===== config.mk =====
export PLATFORM = sky130hd
export DESIGN_NAME = mix_shift_ctrl
export DESIGN_NICKNAME = d
export VERILOG_FILES = /design/src/rtl/mix_shift_pkg.sv /design/src/rtl/mix_shift_ctrl.sv
export SDC_FILE = /design/constraint.sdc
export NUM_CORES = 1
export LEC_CHECK = 0
export ABC_AREA = 1
export BUFFER_PORTS_ARGS = -buffer_cell sky130_fd_sc_hd__buf_2
export CAP_MARGIN = 0
export CORE_UTILIZATION = 30
export DETAILED_ROUTE_END_ITERATION = 7
export PLACE_DENSITY = 0.57
export SLEW_MARGIN = 40
export SYNTH_ARGS = -nofsm -noshare
export SYNTH_HDL_FRONTEND = slang
export SYNTH_SLANG_ARGS = --single-unit

===== constraint.sdc =====
create_clock -name clk -period 1.6 [get_ports clk]
set_clock_uncertainty 0.15 [all_clocks]
set_input_delay 0.24 -clock clk [delete_from_list [all_inputs] [get_ports clk]]
set_output_delay 0.24 -clock clk [all_outputs]
set_load 0.02 [all_outputs]

===== src/rtl/mix_shift_pkg.sv =====
// Shared definitions for the MIX shift-class instruction sequencer.
// Field codes, word geometry and the sequencer state encoding.
package mix_shift_pkg;

    localparam int WORD_W  = 31;
    localparam int BYTE_W  = 6;
    localparam int M_W     = 12;
    localparam int FIELD_W = 6;

    localparam logic [FIELD_W-1:0] F_SLA  = 6'd0;
    localparam logic [FIELD_W-1:0] F_SRA  = 6'd1;
    localparam logic [FIELD_W-1:0] F_SLAX = 6'd2;
    localparam logic [FIELD_W-1:0] F_SRAX = 6'd3;
    localparam logic [FIELD_W-1:0] F_SLC  = 6'd4;
    localparam logic [FIELD_W-1:0] F_SRC  = 6'd5;

    typedef enum logic [2:0] {
        IDLE,
        ISSUE,
        WAIT,
        WB,
        FIN
    } state_t;

    function automatic logic field_legal(input logic [FIELD_W-1:0] f);
        return f <= F_SRC;
    endfunction

    // SLA/SRA touch rA only; every other legal shift also rewrites rX.
    function automatic logic writes_x(input logic [FIELD_W-1:0] f);
        return (f >= F_SLAX) && (f <= F_SRC);
    endfunction

endpackage


===== src/rtl/mix_shift_ctrl.sv =====
// Sequencer for MIX shift instructions: snapshots operands, launches the
// shift unit, waits for its stop strobe under a watchdog, then writes back.
module mix_shift_ctrl
    import mix_shift_pkg::*;
#(
    parameter int TIMEOUT = 8,
    parameter int CNT_W   = 4
) (
    input  logic              clk,
    input  logic              rst_n,
    input  logic              start,
    input  logic [5:0]        field,
    input  logic              m_sign,
    input  logic [11:0]       m_mag,
    input  logic [30:0]       ra_in,
    input  logic [30:0]       rx_in,
    output logic              busy,
    output logic              done,
    output logic              err,
    output logic              ra_we,
    output logic              rx_we,
    output logic [30:0]       ra_wdata,
    output logic [30:0]       rx_wdata,
    output logic              sh_start,
    output logic [5:0]        sh_field,
    output logic [11:0]       sh_m,
    output logic [30:0]       sh_ina,
    output logic [30:0]       sh_inx,
    input  logic [30:0]       sh_outa,
    input  logic [30:0]       sh_outx,
    input  logic              sh_stop
);

    state_t           state, state_nx;
    logic [CNT_W-1:0] cnt, cnt_nx;
    logic             capture, latch_res;
    logic             busy_nx, done_nx, err_nx, ra_we_nx, rx_we_nx, sh_start_nx;

    always_comb begin
        state_nx  = state;
        cnt_nx    = cnt;
        err_nx    = 1'b0;
        capture   = 1'b0;
        latch_res = 1'b0;
        case (state)
            IDLE: begin
                if (start) begin
                    capture = 1'b1;
                    if (!field_legal(field)) begin
                        state_nx = FIN;
                        err_nx   = 1'b1;
                    end else if (m_sign) begin
                        state_nx = FIN;
                    end else begin
                        state_nx = ISSUE;
                    end
                end
            end
            ISSUE: begin
                state_nx = WAIT;
                cnt_nx   = '0;
            end
            WAIT: begin
                // sh_stop takes priority over an expiring watchdog
                if (sh_stop) begin
                    latch_res = 1'b1;
                    state_nx  = WB;
                end else if (cnt == CNT_W'(TIMEOUT - 1)) begin
                    state_nx = FIN;
                    err_nx   = 1'b1;
                end else begin
                    cnt_nx = cnt + 1'b1;
                end
            end
            WB:      state_nx = IDLE;
            FIN:     state_nx = IDLE;
            default: state_nx = IDLE;
        endcase

        // Outputs are decoded from the next state so they can be registered.
        busy_nx     = (state_nx != IDLE);
        sh_start_nx = (state_nx == ISSUE);
        done_nx     = (state_nx == WB) || (state_nx == FIN);
        ra_we_nx    = (state_nx == WB);
        rx_we_nx    = (state_nx == WB) && writes_x(sh_field);
    end

    always_ff @(posedge clk or negedge rst_n) begin
        if (!rst_n) begin
            state    <= IDLE;
            cnt      <= '0;
            busy     <= 1'b0;
            done     <= 1'b0;
            err      <= 1'b0;
            ra_we    <= 1'b0;
            rx_we    <= 1'b0;
            sh_start <= 1'b0;
            ra_wdata <= '0;
            rx_wdata <= '0;
            sh_field <= '0;
            sh_m     <= '0;
            sh_ina   <= '0;
            sh_inx   <= '0;
        end else begin
            state    <= state_nx;
            cnt      <= cnt_nx;
            busy     <= busy_nx;
            done     <= done_nx;
            err      <= err_nx;
            ra_we    <= ra_we_nx;
            rx_we    <= rx_we_nx;
            sh_start <= sh_start_nx;
            if (capture) begin
                sh_field <= field;
                sh_m     <= m_mag;
                sh_ina   <= ra_in;
                sh_inx   <= rx_in;
            end
            if (latch_res) begin
                ra_wdata <= sh_outa;
                rx_wdata <= sh_outx;
            end
        end
    end

endmodule


==> implementation parameters <==
Parameter                              Value

Status
  Status ... complete, no violations

Power
  Peak supply drop ... 0.8880 mV
  Gate power share ... 43.1%
  Final Total Pwr ... 0.01856 W
  Switching part of the total ... 42.19%
  Internal power contribution ... 0.01073 W
  Total power per unit cell area ... 1886 nW/um2
  Clock Power Share ... 21.0%
  Leakage power total ... 5.571 nW
  Relative contribution of sequential cells to total power ... 35.9%
  Net switching power ... 0.007831 W

Final layout
  Area growth, synth to finish ... 65.02%
  Core occupancy in the finished layout ... 50.56%
  Area used by sequential logic in the layout ... 3879 um2
  Number of diodes added for antenna fixing ... 0
  Area occupied by multi-input gates ... 1851 um2
  Total Nets Final ... 1265
  Share of post-route cells with drive strength above 1 ... 31.24%
  Layout filler cell count ... 1748
  Post-route cell area ... 9841 um2

Yosys
  Commonest cells in the netlist ... nand2_1, dfrtp_1, buf_4
  Area share of xor/xnor cells in the synthesized design ... 0.1469%
  Fraction of registers with async set/reset ... 100.0%
  Number of synthesized flops with an enable pin ... 0
  Mapped cell area ... 5963 um2
  Number of library cell types mapped by synthesis ... 22
  Fraction of the mapped netlist area in compound gates ... 0.3357%
  Flops & latches, synth ... 155
  Net count of the mapped netlist ... 821
  YS warnings ... 0
  Post-synthesis instance total ... 673
  Area contributors post-synth ... dfrtp_1, nand2_1, buf_4
  Mux contribution to synthesized area ... 0%
  Simple-gate share of the synthesized area ... 30.26%
  Dominant synthesized flop cell ... dfrtp_1
  Count leader, synth ... nand2_1
  Post-synth top area share ... 65.04%
  Post-synthesis adder-cell area fraction ... 0.2098%
  Mapped Avg Cell Area ... 8.861 um2
  Cell taking the most area after synthesis ... dfrtp_1
  Dominant combinational cell family by area after synthesis ... simple AND/OR/NAND/NOR gates
  Sequential area share after synthesis ... 65.04%

Placed design
  Placed standard-cell area ... 7819 um2
  DPL Wire Length ... 11570 um
  Number of I/O port buffers ... 294
  Post-placement setup slack ... 0.06668 ns
  GP Congestion ... 0.7373

Global routing
  Largest net degree at the start of global routing ... 71
  Global-route wire length before repair ... 27870 um
  Congestion Overflow GR ... 0
  GR Util All Layers ... 17.55%
  Number of antenna violations at the first check in global routing ... 1
  Vias in the first global route ... 5804

Flow run
  Max_cap viols ... 0

Setup path
  Critical Path, Cell by Cell ... nor2_2 > nand2_1 > inv_2 > nand2_4 > buf_12 > nand2_1 > nand2_1
  Type of element capturing the critical path ... register
  Cell seen most often among critical-path stages ... nand2_1
  Maximum cell stage delay along the critical path ... 0.39 ns
  Startpoint type of the worst setup path ... register
  Critical Setup Path Class ... register to register
  Cell depth of the worst flop-to-flop path ... 7
  Critical path data required time ... 1.74 ns
  Critical path peak fanout ... 70
  Arrival time at the worst endpoint ... 1.67 ns
  Slowest cell on crit path ... dfrtp_1

Routing
  Number of remaining DRC errors ... 0
  Post-Route WL ... 17860 um
  Via count ... 5823
  Routed length per placed instance ... 12.80 um
  Drt initial violations ... 194
  Vias per cell ... 4.174
  Router iterations before antenna repair ... 4
  Post-DRT Antenna Nets ... 0

Timing
  Total negative setup slack ... 0 ns
  F_max ... 657.4 MHz
  Max_slew headroom ... 74.48%
  Min setup slack post-route ... 0.07890 ns
  Number of hold violations in the final report ... 0
  Period minus WS final ... 1.521 ns
  Share of the clock period used by the worst path after layout ... 95.07%
  Setup-violating endpoint count in the final report ... 0
  Count of final max-slew check failures ... 0
  Slew at the pin closest to its max-slew limit ... 0.3828 ns

Clock tree
  Clock transition at path regs ... 0.06 ns
  Clk Tree Root Cell ... clkbuf_16
  TritonCTS clock tree ... done
  Post-CTS Setup Inserts ... 0
  Num CTS Buffers ... 17
  # clock sinks ... 155
  Total number of H-tree levels ... 4
  Clock latency at the later pin of the worst-skew pair ... 0.41 ns
  Clock buffer depth ... 2

Floorplan
  Std-Cell Core Area ... 19460 um2
  Starting density of the core ... 30.64%
  Area enclosed by the die boundary ... 20440 um2
  Overall die width ... 143.0 um
  Boundary Pins ... 295
  Vert. Die Dim ... 143.0 um
  Placement Rows ... 51

Min path
  Type of the most critical hold path ... primary input to register
  Hold Crit Depth ... 4
-- state kept, by name (all words and copies together), names as in the netlist --
signal / flops
sh_inx: 31
ra_wdata: 31
sh_ina: 31
busy: 1
cnt: 4
rx_wdata: 31
err: 1
rx_we: 1
state: 3
done: 1
sh_start: 1
ra_we: 1
sh_m: 12
sh_field: 6
-- layer usage --
| layer | share of wire, % | routed length, um | vias up | GRT usage [%] |
|---|---|---|---|---|
| met5 | 0.073 | 13 | - | 0 |
| met4 | 0.82 | 147 | 2 | 4.924 |
| met3 | 8.7 | 1558 | 10 | 5.634 |
| met2 | 46 | 8259 | 238 | 29.40 |
| met1 | 44 | 7880 | 2656 | 21.57 |
| li1 | - | - | 2917 | - |
-- power by group through the flow --
stage	registers [W]	logic (W)	clock network, W
2_1_floorplan	0.00882	0.00271	0
3_3_place_gp	0.00665	0.00766	0
3_5_place_dp	0.00664	0.00775	0
4_1_cts	0.00664	0.00800	0.00403
5_1_grt	0.00688	0.00883	0.00421
6_report	0.00667	0.00800	0.00390
-- layout make-up --
class                      count  area share (%)
sequential                   155           39.42
timing repair buffer         454           31.99
multi-input combinational    474           18.80
inverter                      15          0.6103
tap                          265           3.369
clock buffer                  21           4.679
clock inverter                11           1.132
-- worst paths after layout --
| kind | startpoint | to | slack (ns) |
|---|---|---|---|
| hold reg to reg | sh_inx[5] | sh_inx[5] | 0.32 |
| hold / removal | sh_stop | cnt[1] | 0.02 |
| max in group asynchronous | rst_n | ra_we | 0.64 |
| setup reg to reg | state[2] | sh_m[1] | 0.08 |
| setup / recovery | state[2] | sh_m[1] | 0.08 |
| min in group asynchronous | rst_n | sh_ina[17] | 0.12 |
-- repair_timing --
action | in CTS | in global routing
hold buffers | 143 | 0
endpoints found under the setup margin | 0 | 88
resized for setup | 0 | 6
endpoints found under the hold margin | 297 | 0
-- per-stage QoR --
| stage | hold slack (ns) | cells |
|---|---|---|
| floorplan | -0.2056 | 673 |
| global placement | -0.006649 | 1220 |
| detailed placement | -0.008658 | 1220 |
| CTS | 0.0000009437 | 1395 |
| global route | 0.02925 | 1395 |
| finish | 0.02060 | 1395 |
-- placed cells by master, fill, tap and decap left out, types with 2 or more instances in the layout --
cell,netlist,final
clkbuf_8,0,2
nand3_1,7,7
dlygate4sd3_1,0,143
inv_2,3,2
buf_2,1,293
buf_6,2,4
o21ai_0,3,3
nand2_2,2,3
nand2_4,2,2
inv_6,0,2
nand4_1,2,2
nand2_1,443,442
clkinv_4,0,2
clkbuf_1,11,2
nor2_2,1,2
buf_4,15,6
clkinvlp_4,0,4
clkbuf_16,0,17
nor2_1,8,7
inv_1,11,11
dfrtp_1,155,155
clkinv_2,1,2
buf_12,0,8
-- critical path: cells and delay by family (launching register included) --
family / cells / cell delay (ns)
buffers and inverters: 2 / 0.30
DFF: 1 / 0.39
and+or+nand+nor: 5 / 0.52
-- cell families (layout without fill, tap and decap cells) --
logic type	Yosys count	count (layout)
DFF	155	155
and+or+nand+nor	468	468
buffers and inverters	44	501
AOI/OAI and AO/OA	4	4
adders and majority gates	1	1
xor gates and xnor gates	1	1
(Power assumes the default switching activity.)
